<file path="config.mk">
export PLATFORM = sky130hd
export DESIGN_NAME = cache_ctrl
export DESIGN_NICKNAME = d
export VERILOG_FILES = /design/src/rtl/cache_ctrl.sv
export SDC_FILE = /design/constraint.sdc
export NUM_CORES = 1
export LEC_CHECK = 0
export ABC_AREA = 1
export CAP_MARGIN = 20
export CELL_PAD_IN_SITES_DETAIL_PLACEMENT = 0
export CELL_PAD_IN_SITES_GLOBAL_PLACEMENT = 1
export CORE_MARGIN = 1
export CORE_UTILIZATION = 35
export CTS_CLUSTER_DIAMETER = 120
export DETAILED_ROUTE_END_ITERATION = 10
export PLACE_DENSITY = 0.74
export SYNTH_ARGS = -nofsm -noshare
export SYNTH_HDL_FRONTEND = slang
export SYNTH_SLANG_ARGS = --single-unit
</file>
<file path="constraint.sdc">
create_clock -name clk -period 61.3 [get_ports clk]
set_input_delay 12.26 -clock clk [delete_from_list [all_inputs] [get_ports clk]]
set_output_delay 12.26 -clock clk [all_outputs]
set_load 0.03 [all_outputs]
</file>
<file path="src/rtl/cache_ctrl.sv">
// cache_ctrl: sequencing controller for a 4-way set-associative, write-back,
// write-allocate cache. Owns tag/valid/dirty/LRU state, drives an external
// data array, and moves lines to/from backing memory over a req/ack handshake.
//
// Ports:
//   clk, rst                 clock (rising edge), async active-high reset
//   cpu_req/we/addr/wdata    CPU request; accepted when cpu_req & cpu_ready
//   cpu_ready                high only while idle
//   cpu_done, cpu_rdata      one-cycle completion pulse, read data (held)
//   da_set/way/we/wdata      data array control; da_rdata is its comb. read
//   mem_req/we/addr/wdata    memory request (we=1 write-back, we=0 refill)
//   mem_rdata, mem_ack       refill data, one-cycle completion
//   read_hit ... write_miss  saturating statistics counters
module cache_ctrl #(
    parameter int ADDR_W  = 12,
    parameter int DATA_W  = 32,
    parameter int INDEX_W = 3,
    parameter int WAYS    = 4,
    parameter int CNT_W   = 16
) (
    input  logic               clk,
    input  logic               rst,
    input  logic               cpu_req,
    input  logic               cpu_we,
    input  logic [ADDR_W-1:0]  cpu_addr,
    input  logic [DATA_W-1:0]  cpu_wdata,
    output logic               cpu_ready,
    output logic               cpu_done,
    output logic [DATA_W-1:0]  cpu_rdata,
    output logic [INDEX_W-1:0] da_set,
    output logic [1:0]         da_way,
    output logic               da_we,
    output logic [DATA_W-1:0]  da_wdata,
    input  logic [DATA_W-1:0]  da_rdata,
    output logic               mem_req,
    output logic               mem_we,
    output logic [ADDR_W-1:0]  mem_addr,
    output logic [DATA_W-1:0]  mem_wdata,
    input  logic [DATA_W-1:0]  mem_rdata,
    input  logic               mem_ack,
    output logic [CNT_W-1:0]   read_hit,
    output logic [CNT_W-1:0]   read_miss,
    output logic [CNT_W-1:0]   write_hit,
    output logic [CNT_W-1:0]   write_miss
);
    localparam int SETS  = 1 << INDEX_W;
    localparam int TAG_W = ADDR_W - INDEX_W;

    typedef enum logic [1:0] {
        S_IDLE,
        S_LOOKUP,
        S_WRITEBACK,
        S_REFILL
    } state_t;

    state_t state_q, state_d;

    logic [ADDR_W-1:0]           addr_q;
    logic                        we_q;
    logic [DATA_W-1:0]           wdata_q;
    logic [1:0]                  victim_q;
    logic [WAYS-1:0][TAG_W-1:0]  tag_q   [SETS];
    logic [WAYS-1:0]             valid_q [SETS];
    logic [WAYS-1:0]             dirty_q [SETS];
    logic [WAYS-1:0][1:0]        age_q   [SETS];
    logic [DATA_W-1:0]           rdata_q;
    logic                        done_q;
    logic [CNT_W-1:0]            rd_hit_q, rd_miss_q, wr_hit_q, wr_miss_q;

    logic [INDEX_W-1:0]          set_idx;
    logic [TAG_W-1:0]            tag_in;
    logic                        hit;
    logic [1:0]                  hit_way;
    logic [1:0]                  victim_way;
    logic                        free_found;
    logic [1:0]                  lru_way;
    logic [WAYS-1:0][1:0]        age_upd;

    assign set_idx = addr_q[INDEX_W-1:0];
    assign tag_in  = addr_q[ADDR_W-1:INDEX_W];

    function automatic logic [CNT_W-1:0] sat_inc(input logic [CNT_W-1:0] v);
        return (v == '1) ? v : v + 1'b1;
    endfunction

    // Tag compare across the ways of the latched set.
    always_comb begin
        hit     = 1'b0;
        hit_way = '0;
        for (int unsigned w = 0; w < WAYS; w++) begin
            if (valid_q[set_idx][w] && (tag_q[set_idx][w] == tag_in)) begin
                hit     = 1'b1;
                hit_way = 2'(w);
            end
        end
    end

    // Victim: lowest-numbered invalid way, otherwise the oldest (age 3).
    always_comb begin
        victim_way = '0;
        free_found = 1'b0;
        for (int unsigned w = 0; w < WAYS; w++) begin
            if (!free_found && !valid_q[set_idx][w]) begin
                victim_way = 2'(w);
                free_found = 1'b1;
            end
        end
        if (!free_found) begin
            for (int unsigned w = 0; w < WAYS; w++) begin
                if (age_q[set_idx][w] == 2'd3) begin
                    victim_way = 2'(w);
                end
            end
        end
    end

    // Ages after touching lru_way: younger ways age by one, touched way becomes 0.
    always_comb begin
        lru_way = (state_q == S_LOOKUP) ? hit_way : victim_q;
        age_upd = age_q[set_idx];
        for (int unsigned w = 0; w < WAYS; w++) begin
            if (age_q[set_idx][w] < age_q[set_idx][lru_way]) begin
                age_upd[w] = age_q[set_idx][w] + 2'd1;
            end
        end
        age_upd[lru_way] = '0;
    end

    always_ff @(posedge clk or posedge rst) begin
        if (rst) begin
            state_q <= S_IDLE;
        end else begin
            state_q <= state_d;
        end
    end

    always_comb begin
        state_d   = state_q;
        cpu_ready = 1'b0;
        da_way    = victim_q;
        da_we     = 1'b0;
        da_wdata  = wdata_q;
        mem_req   = 1'b0;
        mem_we    = 1'b0;
        mem_addr  = addr_q;
        mem_wdata = da_rdata;
        case (state_q)
            S_IDLE: begin
                cpu_ready = 1'b1;
                if (cpu_req) begin
                    state_d = S_LOOKUP;
                end
            end
            S_LOOKUP: begin
                if (hit) begin
                    da_way  = hit_way;
                    da_we   = we_q;
                    state_d = S_IDLE;
                end else if (valid_q[set_idx][victim_way] && dirty_q[set_idx][victim_way]) begin
                    state_d = S_WRITEBACK;
                end else begin
                    state_d = S_REFILL;
                end
            end
            S_WRITEBACK: begin
                mem_req  = 1'b1;
                mem_we   = 1'b1;
                mem_addr = {tag_q[set_idx][victim_q], set_idx};
                if (mem_ack) begin
                    state_d = S_REFILL;
                end
            end
            S_REFILL: begin
                mem_req = 1'b1;
                if (mem_ack) begin
                    da_we    = 1'b1;
                    da_wdata = we_q ? wdata_q : mem_rdata;
                    state_d  = S_IDLE;
                end
            end
            default: state_d = S_IDLE;
        endcase
    end

    always_ff @(posedge clk or posedge rst) begin
        if (rst) begin
            addr_q    <= '0;
            we_q      <= 1'b0;
            wdata_q   <= '0;
            victim_q  <= '0;
            rdata_q   <= '0;
            done_q    <= 1'b0;
            rd_hit_q  <= '0;
            rd_miss_q <= '0;
            wr_hit_q  <= '0;
            wr_miss_q <= '0;
            for (int unsigned s = 0; s < SETS; s++) begin
                valid_q[s] <= '0;
                dirty_q[s] <= '0;
                tag_q[s]   <= '0;
                for (int unsigned w = 0; w < WAYS; w++) begin
                    age_q[s][w] <= 2'(w);
                end
            end
        end else begin
            done_q <= 1'b0;
            case (state_q)
                S_IDLE: begin
                    if (cpu_req) begin
                        addr_q  <= cpu_addr;
                        we_q    <= cpu_we;
                        wdata_q <= cpu_wdata;
                    end
                end
                S_LOOKUP: begin
                    if (hit) begin
                        done_q         <= 1'b1;
                        age_q[set_idx] <= age_upd;
                        if (we_q) begin
                            dirty_q[set_idx][hit_way] <= 1'b1;
                            wr_hit_q <= sat_inc(wr_hit_q);
                        end else begin
                            rdata_q  <= da_rdata;
                            rd_hit_q <= sat_inc(rd_hit_q);
                        end
                    end else begin
                        victim_q <= victim_way;
                        if (we_q) begin
                            wr_miss_q <= sat_inc(wr_miss_q);
                        end else begin
                            rd_miss_q <= sat_inc(rd_miss_q);
                        end
                    end
                end
                S_REFILL: begin
                    if (mem_ack) begin
                        done_q                     <= 1'b1;
                        age_q[set_idx]             <= age_upd;
                        valid_q[set_idx][victim_q] <= 1'b1;
                        tag_q[set_idx][victim_q]   <= tag_in;
                        dirty_q[set_idx][victim_q] <= we_q;
                        if (!we_q) begin
                            rdata_q <= mem_rdata;
                        end
                    end
                end
                default: ;
            endcase
        end
    end

    assign da_set     = set_idx;
    assign cpu_done   = done_q;
    assign cpu_rdata  = rdata_q;
    assign read_hit   = rd_hit_q;
    assign read_miss  = rd_miss_q;
    assign write_hit  = wr_hit_q;
    assign write_miss = wr_miss_q;

endmodule

</file>
* Yosys cells after proc, flatten, opt, wreduce, memory -nomap -nowiden *
Index checks and enable logic that the tools add are counted.

storage, ports and cells
  output and inout bits = 182
  input port bits = 113
  register bits after elaboration = 562
  word-level logic and storage cells = 271

operators by class
  muxes and demuxes = 95
  $add $sub $neg = 8
  eq/ne operators = 22
  reductions and logical operators = 31
  bitwise operators = 11
  $lt $le $gt $ge = 13

operators by type and width
  kind                                                             count
  32-bit 2-to-1 mux                                                10
  288-bit bitwise mux                                              1
  64-bit 2-to-1 mux                                                2
  32-bit case mux with 2 select lines                              2
  64-bit case mux with 2 select lines                              1
  36-bit binary-select mux with 3-bit select                       1
  36-bit demux with 3-bit select                                   1
  36-bit 2-to-1 mux                                                3
  16-bit by 1-bit adder with 16-bit output, second input constant  4
  64-bit bitwise mux                                               1
  16-bit == test, second input constant                            4
  32-bit OR                                                        2
  2-bit 2-to-1 mux                                                 22
  9-bit == test                                                    4
  32-bit bitwise mux                                               1
  4-bit binary-select mux with 3-bit select                        2
  8-bit binary-select mux with 3-bit select                        1
  4-bit demux with 3-bit select                                    2
  8-bit demux with 3-bit select                                    1
  4-bit 2-to-1 mux                                                 6
  8-bit 2-to-1 mux                                                 3
  1-bit 2-to-1 mux                                                 21
  4-bit AND reduction                                              5
  9-bit binary-select mux with 2-bit select                        1
  other kinds (30)                                                 79

* Depth between registers and ports, before layout *
  depth after elaboration = 24
  gate-level depth with buffers = 28
  depth with buffers taken out = 25

* Least setup slack after synthesis *
OpenSTA, ideal clock, no wires.

  path kind = input port to output port
  start point = input mem_ack
  end point = output da_wdata[0]
  required time = 49.040 ns
  path buffers = 2
  path slack = 35.039 ns
  data arrival time = 14.001 ns
  cell stages on the path = 6
  cells stage by stage = inv_1 > nor2_1 > clkbuf_1 > nand2_1 > clkbuf_1 > o21ai_0

between the ends
  cells in the longest elaborated chain, start to end = 2

ends and longest elaborated chain
  item               RTL line  RTL
  from (decl)        40        input logic mem_ack,
  32-bit 2-to-1 mux  175       if (mem_ack) begin
  32-bit 2-to-1 mux  147       case (state_q)
  to (decl)          33        output logic [DATA_W-1:0] da_wdata,

No other way between the ends.

* Final worst setup path *
  start point = input mem_ack
  end point = output da_we

between the ends
  cells in the longest elaborated chain, start to end = 2

ends and longest elaborated chain
  item                                RTL line  RTL
  1-bit 2-to-1 mux                    175
  1-bit case mux with 2 select lines  147
  to (decl)                           32        output logic da_we,

No other way between the ends.

==> impl.org <==
** Status
- Outcome :: finished, final reports clean

** Synth
- In this run, synthesis inferred 0 flip-flops with an integrated enable.
- Most common flop cell mapped by yosys :: dfrtp_1
- Counting every instance in the synthesized netlist gives 3814.
- Counting flops and latches in the post-synthesis netlist gives 562.
- The share of synthesized area in the top cell type comes to 0.458.
- Fraction of synthesis flops using an asynchronous set or reset pin :: 1.00
- In the post-synthesis netlist, the biggest area contributors are dfrtp_1 (46%), nand2_1 (18%), o21ai_0 (8.0%).
- Synth warnings :: 0
- Post-synthesis sequential area ratio :: 0.487
- Count of different cell masters after synthesis :: 51
- Netlist area before placement :: 28900 um2
- Counting every net in the synthesized netlist gives 3935.
- Average footprint of a synthesized cell :: 7.59 um2
- Cell taking the most area after synthesis :: dfrtp_1

** Clock network
- TritonCTS built the clock tree.
- CTS clk-pin slew, worst paths :: 0.06 ns
- In this run the clock root is driven by a clkbuf_16.
- No sink is reached through more buffers than the 3 on the longest clock path.
- Once the clock tree was built, the resizer swapped 0 gates to a different size.
- The number of hold buffers added after CTS was 0.
- Clock tree sinks :: 562
- Clock buffer count from CTS :: 69
- In this run the post-CTS setup repair buffer count came out at 0.
- # H-tree levels :: 3
- The clock reaches the later pin of the worst-skew pair after 0.62 ns.

** Flow run
- Max Cap Violations :: 0

** Worst setup path
- Series of cell instances along the critical path :: clkdlybuf4s50_1, inv_1, nor2_4, buf_4, inv_1, o21ai_2, clkdlybuf4s50_1
- Class of the most critical setup path :: in -> out
- Of all nets on the critical path, the largest fanout is 33.
- Data arrives at the worst endpoint at 14.29 ns.
- Type of element capturing the critical path :: primary output
- Required time of the worst setup path :: 49.04 ns
- In this design, the stage delay of the slowest critical-path cell is 0.69 ns.
- Cell with the biggest individual delay on the critical path :: clkdlybuf4s50_1
- STA classifies the critical path startpoint as a primary input.

** Placed design
- Buffers placed on the I/O ports in this run total 294.
- Final estimated routing congestion in global placement :: 0.913
- Post-detail-place hpwl :: 64400 um

** Timing
- The final number of max-transition violations is 0.
- In this run the tightest slew margin relative to its limit is 0.288.
- Timing would allow up to 37.7 MHz.
- Setup repair after global routing left no endpoint under its margin.
- Period utilization :: 0.433
- Setup violations remaining at the end of the flow were counted as 0.
- Post-route clock skew :: 0.0353 ns
- Setup total negative slack on the finished layout was measured at 0 ns.
- The number of hold violations in the final report was 0.
- Counting I/O delays and the setup requirement, the final critical path takes 26.55 ns.
- Least-Margin Pin Slew :: 1.07 ns

** Detailed routing
- The pre-antenna-repair detailed-routing pass consisted of 5 iterations.
- Detailed Route Iter0 Violations :: 2141
- Antenna-violating nets left :: 0
- Routed len/inst :: 19.1 um
- The final layout contains routed wiring with a total length of 97600 um.
- Drt drc :: 0
- For this block, the via count after detailed routing is 25868.
- Post-DR vias/cell :: 5.06

** Die
- Io pins :: 295
- Row Count :: 105
- The core region is 82000 um2.
- Effective utilization at floorplan :: 0.353
- Measured along the x axis, the die boundary spans 290 um.
- The die is 290 um tall.
- The floorplan step defined a die boundary enclosing 83900 um2.

** Power
- The worst-case IR drop observed on VDD is 0.0246 mV.
- In this run the static leakage power is 16.2 nW.
- Overall power consumption after layout is estimated at 1.76 mW.
- For this design the ratio of total power to cell area is 50.4 nW/um2.

** Global route
- Summed over all layers, the global routing overflow is 0.
- The number of global-route vias before repair came to 24655.
- Pin count of the biggest net entering global routing :: 170
- For this run, the total global-route usage over all layers was measured as 0.231.
- Global-route wire length before repair :: 150000 um
- The number of antenna violations at the first check in global routing was 7.

** Finish
- Most frequent standard cell in the layout excluding fill and tap cells :: nand2_1
- Syn-to-layout area delta :: 20.6%
- Commonest cells after routing, fill and taps aside :: nand2_1 (1417), dfrtp_1 (528), o21ai_0 (464)
- Fraction of final layout cells sized beyond drive strength 1 :: 0.0680
- Net count, final :: 4108

** Min path
- Class of the worst hold path :: reg -> reg
## critical path, delay by kind of cell
family	cells	cell delay (ns)
AOI/OAI and AO/OA	1	0.11
and+or+nand+nor	1	0.12
buffers and inverters	5	1.80
## power by group
group          leakage (nW)  switching, mW  internal (mW)  total [mW]
Clock                  1.16          0.168          0.263       0.431
Sequential             7.22         0.0693          0.482       0.552
Combinational          7.80          0.541          0.237       0.778
Total                  16.2          0.778          0.982        1.76
## path summary, 6_finish.rpt
| path | startpoint | end | slack, ns | depth (start not counted) |
|---|---|---|---|---|
| max | mem_ack | da_we | 34.75 | 7 |
| min | valid_q[5] | valid_q[5] | 0.45 | 2 |
| max reg2reg | addr_q[0] | read_miss[14] | 55.32 | 21 |
| min reg2reg | valid_q[5] | valid_q[5] | 0.45 | 2 |
| max in group asynchronous | rst | tag_q[59] | 47.49 | 3 |
| min in group asynchronous | rst | valid_q[27] | 12.27 | 2 |
## kinds of logic after synthesis
kind of cell	synth area share
xor gates and xnor gates	0.0182
and+or+nand+nor	0.261
AOI/OAI and AO/OA	0.137
DFF	0.487
adders and majority gates	0.00346
buffers and inverters	0.0803
muxes	0.0132
## flip-flops by register name (all words and copies together), names as in the netlist, named ones only
signal      flops
valid_q        32
victim_q        2
state_q         1
we_q            1
write_miss     16
read_miss      16
write_hit      16
cpu_done        1
tag_q         288
dirty_q        32
wdata_q        32
read_hit       16
age_q          64
cpu_rdata      32
addr_q         12
## per-layer routing
| metal | part of all wire | GRT usage |
|---|---|---|
| met1 | 0.45 | 0.315 |
| met2 | 0.46 | 0.372 |
| met3 | 0.064 | 0.0410 |
| met5 | 0.00058 | 0 |
| met4 | 0.027 | 0.0740 |
## synthesized netlist by cell type, types with 42 or more instances
library cell	number
o21ai_0	464
buf_2	48
buf_4	47
nand2_1	1419
nand3_1	191
dfrtp_1	530
o21ai_1	77
a21oi_1	66
xor2_1	42
clkbuf_1	125
inv_1	301
nor2_1	157
## metrics by stage
stage	utilization	hold WS, ns	std cells	instance area, um2	setup slack [ns]
3_3_place_gp	0.396	0.431	4984	32500	34.26
2_1_floorplan	-	0.419	3814	28900	33.38
3_5_place_dp	0.396	0.434	4984	32500	34.23
5_1_grt	0.426	0.462	5115	34900	34.61
6_report	0.426	0.447	5115	34900	34.75
4_1_cts	0.425	0.449	5110	34900	34.23
## cell type report
cell class                 instances  area, um2
fill                            8450      47100
sequential                       562      14100
multi-input combinational       2698      12600
timing repair buffer             332       3270
clock buffer                     104       2060
tap                             1070       1340
inverter                         324       1230
clock inverter                    22        330
antenna                            3       7.51
(Power assumes the default switching activity.)
